<file path="src/rtl/alu_sequencer.sv">
// alu_sequencer
//   Front-end controller for the combinational ALU. Collects operand A,
//   operand B and an operation from debounced switches/buttons, drives the
//   ALU for a single evaluation cycle, then latches and holds the result.
//
// Parameters
//   bits      operand width; ALU result width is bits+1
//
// Ports
//   clk       in   system clock, rising edge
//   reset_n   in   asynchronous active-low reset
//   value     in   operand from switches, sampled on an enter press
//   enter     in   debounced enter level
//   op_btn    in   debounced op levels {add, sub, or, and}
//   clear     in   synchronous abort to GET_A (results retained)
//   alu_res   in   ALU result
//   alu_ok    in   ALU "result fits" flag
//   alu_a     out  registered operand A
//   alu_b     out  registered operand B
//   alu_op    out  one-hot operation, non-zero only during EXEC
//   result    out  latched ALU result
//   overflow  out  latched ~alu_ok
//   done      out  one-cycle pulse when result updates
//   state     out  GET_A=0, GET_B=1, GET_OP=2, EXEC=3, SHOW=4
//
// Build option
//   ALU_SEQ_CHAIN_EN  when defined, an op press in SHOW reuses the result as
//                     operand A and the op is applied right after B is entered.

module alu_sequencer #(
    parameter int bits = 8
) (
    input  logic            clk,
    input  logic            reset_n,
    input  logic [bits-1:0] value,
    input  logic            enter,
    input  logic [3:0]      op_btn,
    input  logic            clear,
    input  logic [bits:0]   alu_res,
    input  logic            alu_ok,
    output logic [bits-1:0] alu_a,
    output logic [bits-1:0] alu_b,
    output logic [3:0]      alu_op,
    output logic [bits:0]   result,
    output logic            overflow,
    output logic            done,
    output logic [2:0]      state
);

    localparam logic [2:0] S_GET_A  = 3'd0;
    localparam logic [2:0] S_GET_B  = 3'd1;
    localparam logic [2:0] S_GET_OP = 3'd2;
    localparam logic [2:0] S_EXEC   = 3'd3;
    localparam logic [2:0] S_SHOW   = 3'd4;

    // True when exactly one bit of the op vector is set
    function automatic logic is_onehot4(input logic [3:0] v);
        return (v != 4'b0000) && ((v & (v - 4'b0001)) == 4'b0000);
    endfunction

    logic [2:0] state_r;
    logic [2:0] next_state_s;
    logic       enter_prev_r;
    logic [3:0] op_prev_r;
    logic [3:0] op_r;
    logic       enter_press_s;
    logic       op_press_s;
    logic       chain_op_s;
    logic       chain_pending_s;
    logic       load_a_s;
    logic       load_a_chain_s;
    logic       load_b_s;
    logic       load_op_s;
    logic       latch_res_s;
    logic [3:0] alu_op_next_s;

    // A press is a rising edge; an op press also needs a clean one-hot vector
    assign enter_press_s = enter & ~enter_prev_r;
    assign op_press_s    = (|(op_btn & ~op_prev_r)) & is_onehot4(op_btn);

`ifdef ALU_SEQ_CHAIN_EN
    logic chain_r;

    // Enter takes precedence over an op press in SHOW
    assign chain_op_s      = (state_r == S_SHOW) & op_press_s & ~enter_press_s;
    assign chain_pending_s = chain_r;

    // Remembers that the op is already latched so GET_B can skip GET_OP
    always_ff @(posedge clk or negedge reset_n) begin
        if (!reset_n) begin
            chain_r <= 1'b0;
        end else if (clear) begin
            chain_r <= 1'b0;
        end else if (chain_op_s) begin
            chain_r <= 1'b1;
        end else if ((state_r == S_GET_B) && enter_press_s) begin
            chain_r <= 1'b0;
        end else begin
            chain_r <= chain_r;
        end
    end
`else
    assign chain_op_s      = 1'b0;
    assign chain_pending_s = 1'b0;
`endif

    // State register and button edge-detect history
    always_ff @(posedge clk or negedge reset_n) begin
        if (!reset_n) begin
            state_r      <= S_GET_A;
            enter_prev_r <= 1'b0;
            op_prev_r    <= 4'b0000;
        end else begin
            state_r      <= next_state_s;
            enter_prev_r <= enter;
            op_prev_r    <= op_btn;
        end
    end

    // Next-state logic; clear overrides every press
    always_comb begin
        next_state_s = state_r;
        if (clear) begin
            next_state_s = S_GET_A;
        end else begin
            case (state_r)
                S_GET_A: begin
                    if (enter_press_s) next_state_s = S_GET_B;
                    else               next_state_s = state_r;
                end
                S_GET_B: begin
                    if (enter_press_s) next_state_s = chain_pending_s ? S_EXEC : S_GET_OP;
                    else               next_state_s = state_r;
                end
                S_GET_OP: begin
                    if (op_press_s) next_state_s = S_EXEC;
                    else            next_state_s = state_r;
                end
                S_EXEC: begin
                    next_state_s = S_SHOW;
                end
                S_SHOW: begin
                    if (enter_press_s)   next_state_s = S_GET_A;
                    else if (chain_op_s) next_state_s = S_GET_B;
                    else                 next_state_s = state_r;
                end
                default: begin
                    next_state_s = S_GET_A;
                end
            endcase
        end
    end

    // Load enables for the datapath registers
    always_comb begin
        load_a_s       = ~clear & (state_r == S_GET_A) & enter_press_s;
        load_a_chain_s = ~clear & chain_op_s;
        load_b_s       = ~clear & (state_r == S_GET_B) & enter_press_s;
        load_op_s      = ~clear & (((state_r == S_GET_OP) & op_press_s) | chain_op_s);
        latch_res_s    = ~clear & (state_r == S_EXEC);
        // alu_op is registered, so it is prepared on the edge entering EXEC
        if (next_state_s == S_EXEC) begin
            if (state_r == S_GET_OP) alu_op_next_s = op_btn;
            else                     alu_op_next_s = op_r;
        end else begin
            alu_op_next_s = 4'b0000;
        end
    end

    // Operand, op, result and done registers
    always_ff @(posedge clk or negedge reset_n) begin
        if (!reset_n) begin
            alu_a    <= {bits{1'b0}};
            alu_b    <= {bits{1'b0}};
            op_r     <= 4'b0000;
            alu_op   <= 4'b0000;
            result   <= {(bits+1){1'b0}};
            overflow <= 1'b0;
            done     <= 1'b0;
        end else begin
            if (load_a_s)            alu_a <= value;
            else if (load_a_chain_s) alu_a <= result[bits-1:0];
            else                     alu_a <= alu_a;
            if (load_b_s) alu_b <= value;
            else          alu_b <= alu_b;
            if (load_op_s) op_r <= op_btn;
            else           op_r <= op_r;
            alu_op <= alu_op_next_s;
            if (latch_res_s) begin
                result   <= alu_res;
                overflow <= ~alu_ok;
            end else begin
                result   <= result;
                overflow <= overflow;
            end
            done <= latch_res_s;
        end
    end

    assign state = state_r;

endmodule

</file>
<file path="config.mk">
export PLATFORM = sky130hd
export DESIGN_NAME = alu_sequencer
export DESIGN_NICKNAME = d
export VERILOG_FILES = /design/src/rtl/alu_sequencer.sv
export SDC_FILE = /design/constraint.sdc
export NUM_CORES = 1
export LEC_CHECK = 0
export ABC_AREA = 1
export CORE_MARGIN = 1
export CORE_UTILIZATION = 40
export DETAILED_ROUTE_END_ITERATION = 16
export HOLD_SLACK_MARGIN = 0.08
export PLACE_DENSITY = 0.72
export SLEW_MARGIN = 15
export SYNTH_ARGS = -nofsm -noshare
export SYNTH_HDL_FRONTEND = slang
export SYNTH_SLANG_ARGS = --single-unit
export TNS_END_PERCENT = 10
</file>
<file path="constraint.sdc">
create_clock -name clk -period 1.6 [get_ports clk]
set_clock_uncertainty 0.05 [all_clocks]
set_input_delay 0.32 -clock clk [delete_from_list [all_inputs] [get_ports clk]]
set_output_delay 0.32 -clock clk [all_outputs]
set_load 0.03 [all_outputs]
</file>
# After elaboration in Yosys (flattened, before gate mapping)
# Index checks and enable logic that the tools add are counted.
dict set report word_totals {
  input_bits 26
  reg_bits 43
  output_inout_bits 34
  word_cells 44
}
dict set report op_classes {
  mux 8
  n_eq_ne 5
  addsub 1
  reduce_logical 5
  n_bitwise 15
}
# operator count
set ops {}
lappend ops {{$mux 3} 5}
lappend ops {{$pmux 3 s5} 1}
lappend ops {{$and 1x1->1} 9}
lappend ops {{$eq 3x2->1 const B} 3}
lappend ops {{$and 4x4->4} 2}
lappend ops {{$mux 4} 2}
lappend ops {{$logic_not 4->1} 1}
lappend ops {{$not 4->4} 1}
lappend ops {{$reduce_bool 4->1} 1}
lappend ops {{$reduce_or 4->1} 1}
lappend ops {{$sub 4x1->4 const B} 1}
lappend ops {{$eq 3x1->1 const B} 1}
lappend ops {{$eq 3x3->1 const B} 1}
lappend ops {{$logic_not 3->1} 1}
lappend ops {{$not 1->1} 3}
lappend ops {{$logic_and 1x1->1} 1}

# Longest topological paths before layout
dict set report depth {
  word_depth 10
  mapped_depth 8
  mapped_depth_nobuf 8
}

# Least setup slack after synthesis
# OpenSTA, ideal clock, no wires.
dict set report synth_timing {
  path_type {reg-to-reg}
  from {reg state_r[2] (netlist: state[2])}
  to {reg alu_b[5]}
  required_time_ns 1.432
  arrival_ns 1.220
  stages_incl_launch_ff 8
  setup_ns 0.118
  setup_slack_ns 0.212
  cell_sequence {dfrtp_1 inv_1 nand2_1 nor2_2 nand3_4 buf_6 nand2_2 o21ai_2}
}
dict set report synth_via {
  elab_chain_cells 3
}
# item line_no
set synth_rtl {}
lappend synth_rtl {{start, declared} 61} ;# logic [2:0] state_r;
lappend synth_rtl {{start signal, assigned} 114} ;# state_r <= next_state_s;
lappend synth_rtl {{$eq 3x1->1} 158} ;# load_b_s = ~clear & (state_r == S_GET_B) & enter_press_s;
lappend synth_rtl {{$and 1x1->1 (2 in a row)} 158}
lappend synth_rtl {{end signal, assigned} 174} ;# alu_b <= {bits{1'b0}};
lappend synth_rtl {{end signal, assigned} 184} ;# if (load_b_s) alu_b <= value;
lappend synth_rtl {{end signal, assigned} 185} ;# else alu_b <= alu_b;
lappend synth_rtl {{end, declared} 42} ;# output logic [bits-1:0] alu_b,
# Every way passes these cells.
# A chain may end at the register's enable or synchronous reset.

# Worst setup path in the final report
dict set report layout_timing {
  from {reg state_r[1] (netlist: state[1])}
  to {out state[1]}
}
# item line_no
set layout_rtl {}
lappend layout_rtl {{end, declared} 47} ;# output logic [2:0] state
# No word-level cell between the ends.

==> results.py <==
metrics = {
    "run_status": {
        "status": "finished, final reports clean",
    },
    "global_route": {
        "antenna_found_initial": 0,
        "overflow": 0,
        "grt_max_degree": 25,
        "grt_pass1_wl_um": 5890,
        "grt_use_total_pct": 17.4,
        "grt_pass1_vias": 1296,
    },
    "worst_setup_path": {
        "worstPathArrival_ns": 1.15,
        "crit_fanout": 4,
        "crit_path_top_delay_cell": "dfrtp_1",
        "crit_required_ns": 1.23,
        "path_class": "flip-flop to output port",
        "end_kind": "output port",
        "start_kind": "flip-flop",
        "critPathTopFamily": "flip-flops",
        "r2r_start": "state[2]",
        "r2r_cells": 6,
        "r2r_slack_ns": 0.25,
        "cp_slowest_stage_delay_ns": 0.44,
        "worst-path-buf-inv": 1,
        "path_cells": "dlygate4sd2_1",
        "timing.rr.end": "alu_b[7]",
    },
    "logic_synthesis": {
        "synth-adder-area-share_pct": 0,
        "synthArstFlopShare_pct": 100,
        "synthSimpleGateAreaFrac_pct": 23.7,
        "syn_nets": 217,
        "ys_seq_area_share_pct": 59.1,
        "syn-mean-instance-area_um2": 9.32,
        "synth_top_area_share_pct": 59.1,
        "synth_flop_cell": "dfrtp_1",
        "synth-xor-area-share_pct": 0,
        "netlist_area_um2": 1780,
        "ys.warnings.count": 0,
        "synthCells": 191,
        "synth_common_cells": "nand2_1, dfrtp_1, inv_1, o21ai_2, nor2_1",
        "synth.distinct_cells": 17,
        "yosys.area.top_type": "dfrtp_1",
        "synthMuxAreaShare_pct": 0,
        "synth_area_leaders": "dfrtp_1, nand2_1, o21ai_2",
        "synth-compound-area-share_pct": 9.56,
        "synth_top_family_by_area": "simple AND/OR/NAND/NOR gates",
        "synth_edf_count": 0,
        "synth.most_common_cell": "nand2_1",
        "synth-seq-cells": 42,
    },
    "place": {
        "gp_congestion": 0.892,
        "hpwl_um": 2670,
        "post-place-ws_ns": -0.0839,
        "port_buffers": 59,
    },
    "routing": {
        "first_pass_iters": 3,
        "wl_per_cell_um": 11.3,
        "wl_um": 3600,
        "drtAntennaViolNets": 0,
        "drc": 0,
        "vias_per_cell": 4.41,
        "drt_iter0_markers": 70,
        "dr_total_vias": 1411,
    },
    "clocking": {
        "clockBufferDepth": 2,
        "cts-root-buf": "clkbuf_8",
        "htreeDepth": 2,
        "numCtsBuffers": 5,
        "cts_tree": "yes",
        "clock_latency_ns": 0.29,
        "clock_sinks": 42,
        "cts_setup_buffers": 0,
        "clk_pin_slew_worst_paths_ns": 0.07,
    },
    "floorplanning": {
        "start_util_pct": 42.9,
        "fp.coreArea_um2": 4140,
        "die_y_um": 68.7,
        "die_area_um2": 4720,
        "die_w_um": 68.7,
        "io_pins": 60,
        "rows": 23,
    },
    "sta": {
        "slew_headroom_pct": 70.2,
        "rsz0062_at_grt": "false",
        "setup_ws_ns": 0.0833,
        "finalCriticalPeriod_ns": 1.52,
        "slew_viol_final": 0,
        "tightest_slew_ns": 0.447,
        "setup_violations": 0,
        "timing.final.crit_share_pct": 94.8,
        "fmax_mhz": 659,
        "hold_violations": 0,
    },
    "job": {
        "maxCapViolCount": 0,
    },
    "layout": {
        "syn2layout_area_growth_pct": 46.3,
        "nNetsFinal": 295,
        "num_antenna_cells": 0,
        "postLayoutCoreUtil_pct": 62.8,
        "drive_above_1_share_pct": 18.1,
    },
    "pwr": {
        "powerDensity_nw_per_um2": 1080,
        "pwr-share-clk_pct": 28.5,
        "p_sw_share_pct": 30.9,
        "p_switching_w": 0.000870,
        "comb_power_share_pct": 26.7,
        "seq_power_share_pct": 44.9,
        "p_int_w": 0.00195,
        "leakagePower_nw": 1.45,
        "finalPower_w": 0.00282,
        "peakVddDrop_uv": 886,
    },
    "min_path": {
        "min_to": "result[2]",
        "holdPathStages": 2,
        "hold_path_class": "flip-flop to flip-flop",
        "min-delay-start": "result[2]",
    },
}
==> sequential cells by signal, indices dropped and copies added (netlist names) <==
name / cells
done: 1
alu_a: 8
enter_prev_r: 1
alu_b: 8
state: 3
overflow: 1
op_prev_r: 4
result: 9
alu_op: 4
op_r: 3
==> power groups by stage <==
| stage | Combinational (W) | Clock [W] | Sequential, W |
|---|---|---|---|
| after floorplan | 0.000205 | 0 | 0.00152 |
| after global placement | 0.000832 | 0 | 0.00129 |
| final | 0.000751 | 0.000802 | 0.00126 |
| after CTS | 0.000762 | 0.000831 | 0.00126 |
| after detailed placement | 0.000842 | 0 | 0.00128 |
| after global routing | 0.000814 | 0.000865 | 0.00128 |
==> metrics by stage <==
stage / hold WS (ns) / setup TNS, ns / cells / instance area, um2
global route: 0.444 / 0 / 320 / 2600
floorplan: -0.0256 / 0 / 191 / 1780
finish: 0.423 / 0 / 320 / 2600
detailed placement: 0.251 / -0.429 / 311 / 2530
CTS: 0.429 / 0 / 320 / 2600
global placement: 0.242 / -0.291 / 311 / 2530
==> final cells by class <==
type	count	area [um2]
Multi-Input combinational cell	117	592
Clock inverter	1	30.0
Timing Repair Buffer	74	683
Clock buffer	7	76.3
Inverter	29	109
Sequential cell	42	1050
Fill cell	363	1540
Tap cell	50	62.6
==> layout by cell type, fill, tap and decap left out, drive strengths merged <==
cell type,synthesis,layout
clkbuf,0,7
dlygate4sd3,0,1
inv,29,29
buf,3,15
nand4,6,6
bufinv,0,1
o21ai,20,20
clkdlybuf4s50,0,24
dlygate4sd2,0,34
a21oi,2,2
dfrtp,42,42
nor2,10,10
nand3,4,4
nand2,75,75
==> worst max-delay path by stage <==
stage | start | endpoint | slack, ns | depth (start not counted)
after floorplan | state[2] | alu_b[5] | 0.21 | 7
after global placement | op_btn[0] | op_r[3] | -0.05 | 6
after detailed placement | op_btn[3] | op_r[0] | -0.08 | 9
after CTS | state[1] | state[1] | 0.07 | 1
after global routing | state[1] | state[1] | 0.04 | 1
final | state[1] | state[1] | 0.08 | 1
==> worst reg2reg max path: cells and delay by family (launching register included) <==
family	cells	cell delay, ns
compound gates	1	0.06
simple gates	4	0.62
buf+inv	1	0.10
flops	1	0.41
==> metal layers <==
metal	up-vias	GRT usage [%]	share of wire [%]
li1	744	-	-
met1	622	22.0	48
met2	39	28.1	45
met3	6	5.43	5.8
met4	0	6.12	1.5
met5	-	0	0
==> repair_timing <==
action	in CTS	in global routing
gates resized for setup	34	0
hold buffers	1	0
endpoints found under the hold margin	18	0
setup endpoints to repair	34	0
==> cell families (layout without fill, tap and decap cells) <==
family | count (synthesis) | in the layout
AND/OR/NAND/NOR | 95 | 95
AO/OA/AOI/OAI | 22 | 22
buffers and inverters | 32 | 111
flip-flops | 42 | 42
(Power assumes the default switching activity.)
